$ cat src/rtl/core_memory_initiator_if.sv
// Bundle of the core-side request/response channel and the Controller core memory port.
// slave is the initiator's view; master is the view of whatever drives it (core + Controller).
interface core_memory_initiator_if #(
  parameter int BUS_WIDTH = 32
);
  logic                 req_valid;
  logic                 req_ready;
  logic                 req_write;
  logic [BUS_WIDTH-1:0] req_address;
  logic [BUS_WIDTH-1:0] req_wdata;
  logic                 rsp_valid;
  logic                 rsp_ready;
  logic [BUS_WIDTH-1:0] rsp_rdata;
  logic                 rsp_error;
  logic                 core_read_memory;
  logic                 core_write_memory;
  logic [BUS_WIDTH-1:0] core_address_memory;
  logic [BUS_WIDTH-1:0] core_write_data_memory;
  logic [BUS_WIDTH-1:0] core_read_data_memory;
  logic                 core_memory_response;
  logic                 stray_response;

  modport slave (
    input  req_valid, req_write, req_address, req_wdata, rsp_ready,
           core_read_data_memory, core_memory_response,
    output req_ready, rsp_valid, rsp_rdata, rsp_error,
           core_read_memory, core_write_memory, core_address_memory,
           core_write_data_memory, stray_response
  );

  modport master (
    output req_valid, req_write, req_address, req_wdata, rsp_ready,
           core_read_data_memory, core_memory_response,
    input  req_ready, rsp_valid, rsp_rdata, rsp_error,
           core_read_memory, core_write_memory, core_address_memory,
           core_write_data_memory, stray_response
  );
endinterface

$ cat src/rtl/core_memory_initiator.sv
// Single-outstanding core memory master: turns one valid/ready request into a held
// read/write strobe toward the Controller and returns data or a timeout error.
module core_memory_initiator #(
  parameter int BUS_WIDTH      = 32,
  parameter int TIMEOUT_CYCLES = 1024
) (
  input logic                   clk,
  input logic                   reset,
  core_memory_initiator_if.slave bus
);
  localparam int CW = (TIMEOUT_CYCLES > 0) ? $clog2(TIMEOUT_CYCLES + 1) : 1;
  localparam logic [CW-1:0] LAST_COUNT = CW'((TIMEOUT_CYCLES > 0) ? TIMEOUT_CYCLES - 1 : 0);

  typedef enum logic [1:0] {IDLE, READ, WRITE, RESP} state_t;

  state_t               state_reg, state_next;
  logic [CW-1:0]        count_reg, count_next;
  logic [BUS_WIDTH-1:0] rdata_reg, rdata_next;
  logic                 error_reg, error_next;
  logic [BUS_WIDTH-1:0] address_reg, address_next;
  logic [BUS_WIDTH-1:0] wdata_reg, wdata_next;
  logic                 stray_reg, stray_next;
  logic                 strobe_active;
  logic                 timeout_hit;

  always_ff @(posedge clk or posedge reset) begin
    if (reset) begin
      state_reg   <= IDLE;
      count_reg   <= '0;
      rdata_reg   <= '0;
      error_reg   <= 1'b0;
      address_reg <= '0;
      wdata_reg   <= '0;
      stray_reg   <= 1'b0;
    end else begin
      state_reg   <= state_next;
      count_reg   <= count_next;
      rdata_reg   <= rdata_next;
      error_reg   <= error_next;
      address_reg <= address_next;
      wdata_reg   <= wdata_next;
      stray_reg   <= stray_next;
    end
  end

  always_comb begin
    state_next    = state_reg;
    count_next    = count_reg;
    rdata_next    = rdata_reg;
    error_next    = error_reg;
    address_next  = address_reg;
    wdata_next    = wdata_reg;
    strobe_active = (state_reg == READ) || (state_reg == WRITE);
    timeout_hit   = (TIMEOUT_CYCLES != 0) && (count_reg == LAST_COUNT);
    // A response outside a strobe is flagged only; it never completes a later transaction.
    stray_next    = stray_reg | (bus.core_memory_response & ~strobe_active);

    case (state_reg)
      IDLE: begin
        if (bus.req_valid) begin
          address_next = bus.req_address;
          wdata_next   = bus.req_wdata;
          count_next   = '0;
          state_next   = bus.req_write ? WRITE : READ;
        end
      end
      READ, WRITE: begin
        if (bus.core_memory_response) begin
          state_next = RESP;
          error_next = 1'b0;
          rdata_next = (state_reg == READ) ? bus.core_read_data_memory : '0;
        end else if (timeout_hit) begin
          state_next = RESP;
          error_next = 1'b1;
          rdata_next = '0;
        end else begin
          count_next = count_reg + CW'(1);
        end
      end
      RESP: begin
        if (bus.rsp_ready) state_next = IDLE;
      end
      default: state_next = IDLE;
    endcase
  end

  assign bus.req_ready              = (state_reg == IDLE);
  assign bus.rsp_valid              = (state_reg == RESP);
  assign bus.rsp_rdata              = rdata_reg;
  assign bus.rsp_error              = error_reg;
  assign bus.core_read_memory       = (state_reg == READ);
  assign bus.core_write_memory      = (state_reg == WRITE);
  assign bus.core_address_memory    = address_reg;
  assign bus.core_write_data_memory = wdata_reg;
  assign bus.stray_response         = stray_reg;
endmodule

$ cat src/flat_wrapper.sv
// flat-port wrapper written by rule: the top's interface ports become plain ports
module core_memory_initiator_flat 
#(
  parameter int BUS_WIDTH      = 32,
  parameter int TIMEOUT_CYCLES = 1024
)
  (clk, reset, bus_req_valid, bus_req_write, bus_req_address, bus_req_wdata, bus_rsp_ready, bus_core_read_data_memory, bus_core_memory_response, bus_req_ready, bus_rsp_valid, bus_rsp_rdata, bus_rsp_error, bus_core_read_memory, bus_core_write_memory, bus_core_address_memory, bus_core_write_data_memory, bus_stray_response);
  core_memory_initiator_if #(.BUS_WIDTH(BUS_WIDTH)) bus_i ();
  input logic clk;
  input logic reset;
  input wire logic [$bits(bus_i.req_valid)-1:0] bus_req_valid;
  input wire logic [$bits(bus_i.req_write)-1:0] bus_req_write;
  input wire logic [$bits(bus_i.req_address)-1:0] bus_req_address;
  input wire logic [$bits(bus_i.req_wdata)-1:0] bus_req_wdata;
  input wire logic [$bits(bus_i.rsp_ready)-1:0] bus_rsp_ready;
  input wire logic [$bits(bus_i.core_read_data_memory)-1:0] bus_core_read_data_memory;
  input wire logic [$bits(bus_i.core_memory_response)-1:0] bus_core_memory_response;
  output wire logic [$bits(bus_i.req_ready)-1:0] bus_req_ready;
  output wire logic [$bits(bus_i.rsp_valid)-1:0] bus_rsp_valid;
  output wire logic [$bits(bus_i.rsp_rdata)-1:0] bus_rsp_rdata;
  output wire logic [$bits(bus_i.rsp_error)-1:0] bus_rsp_error;
  output wire logic [$bits(bus_i.core_read_memory)-1:0] bus_core_read_memory;
  output wire logic [$bits(bus_i.core_write_memory)-1:0] bus_core_write_memory;
  output wire logic [$bits(bus_i.core_address_memory)-1:0] bus_core_address_memory;
  output wire logic [$bits(bus_i.core_write_data_memory)-1:0] bus_core_write_data_memory;
  output wire logic [$bits(bus_i.stray_response)-1:0] bus_stray_response;
  assign bus_i.req_valid = bus_req_valid;
  assign bus_i.req_write = bus_req_write;
  assign bus_i.req_address = bus_req_address;
  assign bus_i.req_wdata = bus_req_wdata;
  assign bus_i.rsp_ready = bus_rsp_ready;
  assign bus_i.core_read_data_memory = bus_core_read_data_memory;
  assign bus_i.core_memory_response = bus_core_memory_response;
  assign bus_req_ready = bus_i.req_ready;
  assign bus_rsp_valid = bus_i.rsp_valid;
  assign bus_rsp_rdata = bus_i.rsp_rdata;
  assign bus_rsp_error = bus_i.rsp_error;
  assign bus_core_read_memory = bus_i.core_read_memory;
  assign bus_core_write_memory = bus_i.core_write_memory;
  assign bus_core_address_memory = bus_i.core_address_memory;
  assign bus_core_write_data_memory = bus_i.core_write_data_memory;
  assign bus_stray_response = bus_i.stray_response;
  core_memory_initiator #(.BUS_WIDTH(BUS_WIDTH), .TIMEOUT_CYCLES(TIMEOUT_CYCLES)) u_core (.clk(clk), .reset(reset), .bus(bus_i));
endmodule
$ cat config.mk
export PLATFORM = sky130hd
export DESIGN_NAME = core_memory_initiator_flat
export DESIGN_NICKNAME = d
export VERILOG_FILES = /design/src/rtl/core_memory_initiator_if.sv /design/src/rtl/core_memory_initiator.sv /design/src/flat_wrapper.sv
export SDC_FILE = /design/constraint.sdc
export NUM_CORES = 1
export LEC_CHECK = 0
export CAP_MARGIN = 20
export CORE_UTILIZATION = 43
export CTS_BUF_LIST = sky130_fd_sc_hd__clkbuf_8
export CTS_CLUSTER_DIAMETER = 80
export DETAILED_ROUTE_END_ITERATION = 8
export PLACE_DENSITY = 0.88
export SYNTH_ARGS = -nofsm -noshare
export SYNTH_HDL_FRONTEND = slang
export SYNTH_SLANG_ARGS = --single-unit
$ cat constraint.sdc
create_clock -name clk -period 4.5 [get_ports clk]
set_input_delay 0.9 -clock clk [delete_from_list [all_inputs] [get_ports clk]]
set_output_delay 0.9 -clock clk [all_outputs]
set_load 0.05 [all_outputs]
==> load_flow_metrics.sql <==
INSERT INTO impl_metrics (metric_group, metric, value, unit) VALUES
('synthesis', 'ys_warn_count', '0', ''),
('sta', 'fmax', '323.5', 'MHz'),
('sta', 'report.final.hold_viol_count', '0', ''),
('cts', 'cts_tree', 'built', ''),
('route', 'wire_per_inst', '18.15', 'um'),
('cts', 'cts-buffers-inserted', '9', ''),
('cts', 'cts-resized-gates', '0', ''),
('setup_path', 'path_class', 'flip-flop to primary output', ''),
('cts', 'clock_tree.root_cell', 'sky130_fd_sc_hd__clkbuf_8', ''),
('cells_and_area', 'area.growth.synth_to_final', '53.57', '%'),
('synthesis', 'synth-edff-count', '0', ''),
('min_path', 'hold_path_depth', '1', ''),
('synthesis', 'avgSynthCellArea', '14.36', 'um^2'),
('place', 'placed_wire_length_estimate', '8870', 'um'),
('global_route', 'grt_antenna_before_repair', '0', ''),
('route', 'totalWireLength', '11780', 'um'),
('global_route', 'pin_count_of_the_biggest_net_entering_global_routing', '60', ''),
('cells_and_area', 'post_route_cells_drive_above_1_share', '17.83', '%'),
('global_route', 'global_route_wire_length_before_repair', '19030', 'um'),
('pwr', 'vdd_drop_max', '0.4920', 'mV'),
('floorplanning', 'die_width', '103.8', 'um'),
('global_route', 'grt_util_all_layers', '22.84', '%'),
('floorplanning', 'floorplan.die.height', '103.8', 'um'),
('setup_path', 'ff2ff_path_depth', '4', ''),
('sta', 'grt_setup_unrepaired', 'false', ''),
('setup_path', 'path_max_fanout', '10', ''),
('synthesis', 'ys_seq_elements', '111', ''),
('sta', 'max_slew_margin', '46.35', '%'),
('setup_path', 'critical_path.cell_chain', 'inv_1, ha_1, clkdlybuf4s50_1', ''),
('sta', 'setup_viol_count_final', '0', ''),
('cts', 'ctsHtreeMaxLevel', '3', ''),
('synthesis', 'synthesis.nets', '417', ''),
('run', 'drv_cap', '0', ''),
('synthesis', 'synth_top_family_by_area', 'multiplexers', ''),
('sta', 'worst_clock_skew', '0.01555', 'ns'),
('synthesis', 'yosys.area_share.xor_xnor', '0', '%'),
('min_path', 'hold_path_class', 'flip-flop to flip-flop', ''),
('route', 'num_vias', '3425', ''),
('synthesis', 'synthArstFlopShare', '100.0', '%'),
('setup_path', 'worst_path_dominant_cell_family', 'buffers and inverters', ''),
('route', 'post_drt_via_cell_ratio', '5.277', ''),
('cells_and_area', 'fin_nets', '618', ''),
('synthesis', 'synthesis.instances', '310', ''),
('route', 'drt_first_pass_iters', '4', ''),
('place', 'numPortBuffers', '203', ''),
('floorplanning', 'design.portCount', '204', ''),
('floorplanning', 'fp.dieArea', '10760', 'um^2'),
('cells_and_area', 'num-fill-cells', '708', ''),
('synthesis', 'post_synth_and_or_nand_nor_area_fraction', '5.902', '%'),
('setup_path', 'worst-path-buf-inv', '2', ''),
('synthesis', 'synthFlopType', 'sky130_fd_sc_hd__dfrtp_1', ''),
('synthesis', 'post_synth_fa_ha_maj_area_fraction', '1.405', '%'),
('floorplanning', 'fp.coreArea', '9910', 'um^2'),
('cts', 'path_clk_slew', '0.10', 'ns'),
('cts', 'clock_insertion_delay_worst_skew', '0.37', 'ns'),
('cells_and_area', 'insertedDiodeCount', '0', ''),
('cts', 'cts_sinks', '111', ''),
('setup_path', 'worst-path-stages', '3', ''),
('setup_path', 'endpoint_kind', 'primary output', ''),
('pwr', 'power.leakage', '2.948', 'nW'),
('place', 'final_weighted_congestion_in_routability_driven_placement', '0.8580', ''),
('global_route', 'first_global_vias', '3685', ''),
('status', 'run_status', 'finished, final reports clean', ''),
('sta', 'final_number_of_max_transition_violations', '0', ''),
('synthesis', 'synth_seq_area_share', '62.39', '%'),
('synthesis', 'post_synth_mux_area_share', '16.41', '%'),
('sta', 'final.period_utilization', '68.70', '%'),
('sta', 'finalHoldWorstSlack', '0.4761', 'ns'),
('cts', 'holdBufCountCts', '0', ''),
('synthesis', 'synth.lib_cells_used.distinct', '43', ''),
('pwr', 'cellPowerDensity', '813.1', 'nW/um^2');
==> worst reg2reg max path, delay by kind of cell, from the launching register on <==
kind                       cells  cell delay (ns)
buffers and inverters          1             0.08
DFF                            1             0.40
and+or+nand+nor                1             0.61
AOI/OAI and AO/OA              1             0.41
adders and majority gates      1             0.81
==> cell usage after synthesis (2+ instances only) <==
cell	count	area share [%]
sky130_fd_sc_hd__mux2_2	64	16
sky130_fd_sc_hd__buf_6	3	0.76
sky130_fd_sc_hd__dfrtp_1	111	62
sky130_fd_sc_hd__a21boi_0	2	0.34
sky130_fd_sc_hd__nor3_1	3	0.34
sky130_fd_sc_hd__inv_1	5	0.42
sky130_fd_sc_hd__o21ai_0	6	0.67
sky130_fd_sc_hd__nand4_1	2	0.28
sky130_fd_sc_hd__nand3_1	5	0.56
sky130_fd_sc_hd__nand2_1	12	1.0
sky130_fd_sc_hd__nor3b_1	2	0.34
sky130_fd_sc_hd__and3_1	2	0.28
sky130_fd_sc_hd__nor2b_1	3	0.42
sky130_fd_sc_hd__a22o_1	32	6.3
sky130_fd_sc_hd__nor4_1	2	0.28
sky130_fd_sc_hd__nor4b_1	2	0.39
sky130_fd_sc_hd__a21oi_1	6	0.67
sky130_fd_sc_hd__clkbuf_1	9	0.76
sky130_fd_sc_hd__o211ai_1	4	0.67
sky130_fd_sc_hd__nor2_1	4	0.34
sky130_fd_sc_hd__buf_2	5	0.56
sky130_fd_sc_hd__ha_1	5	1.4
==> cell families after synthesis <==
group	after synthesis
AO/OA/AOI/OAI	62
multiplexers	65
AND/OR/NAND/NOR	44
buffers and inverters	23
adder cells (fa/ha/maj)	5
flip-flops	111
==> layer usage <==
layer	wire [um]	track usage, %	vias up
met5	0	0	-
met4	384	11.12	0
met3	1095	8.622	32
met2	5897	38.78	174
met1	4401	25.20	1681
li1	-	-	1538
==> power breakdown <==
group,total (mW),switching (mW),internal [mW]
Clock,0.664,0.337,0.327
Sequential,1.64,0.237,1.40
Combinational,3.25,2.07,1.19
==> worst paths after layout <==
| kind | startpoint | to | slack [ns] |
|---|---|---|---|
| max | u_core.state_reg[0] | bus_req_ready | 1.41 |
| min | u_core.bus.stray_response | u_core.bus.stray_response | 0.48 |
| max reg2reg | u_core.state_reg[1] | u_core.bus.rsp_rdata[7] | 2.08 |
| min reg2reg | u_core.bus.stray_response | u_core.bus.stray_response | 0.48 |
| max in group asynchronous | reset | u_core.count_reg[3] | 2.65 |
| min in group asynchronous | reset | u_core.bus.core_address_memory[11] | 0.98 |
==> metrics by stage <==
stage | instance area, um^2 | power, mW | cells | utilization (%) | setup WS [ns]
final | 6837 | 5.559 | 649 | 68.99 | 1.408
after global routing | 6837 | 5.807 | 649 | 68.99 | 1.246
after CTS | 6812 | 5.585 | 648 | 68.74 | 1.393
after global placement | 6589 | 4.819 | 632 | 66.49 | 1.746
after floorplan | 4452 | 3.830 | 310 | - | 0.6693
after detailed placement | 6589 | 4.919 | 632 | 66.49 | 1.638
==> area by class of cell <==
| class | count | area [um^2] | share of cell area, % |
|---|---|---|---|
| Clock buffer | 10 | 137.6 | 2.013 |
| Sequential cell | 111 | 2778 | 40.63 |
| Clock inverter | 6 | 85.08 | 1.245 |
| Inverter | 5 | 21.27 | 0.3111 |
| Multi-Input combinational cell | 176 | 1562 | 22.84 |
| Tap cell | 133 | 166.4 | 2.434 |
| Timing Repair Buffer | 208 | 2087 | 30.53 |
Note: power is estimated with default switching activity, not from simulation.
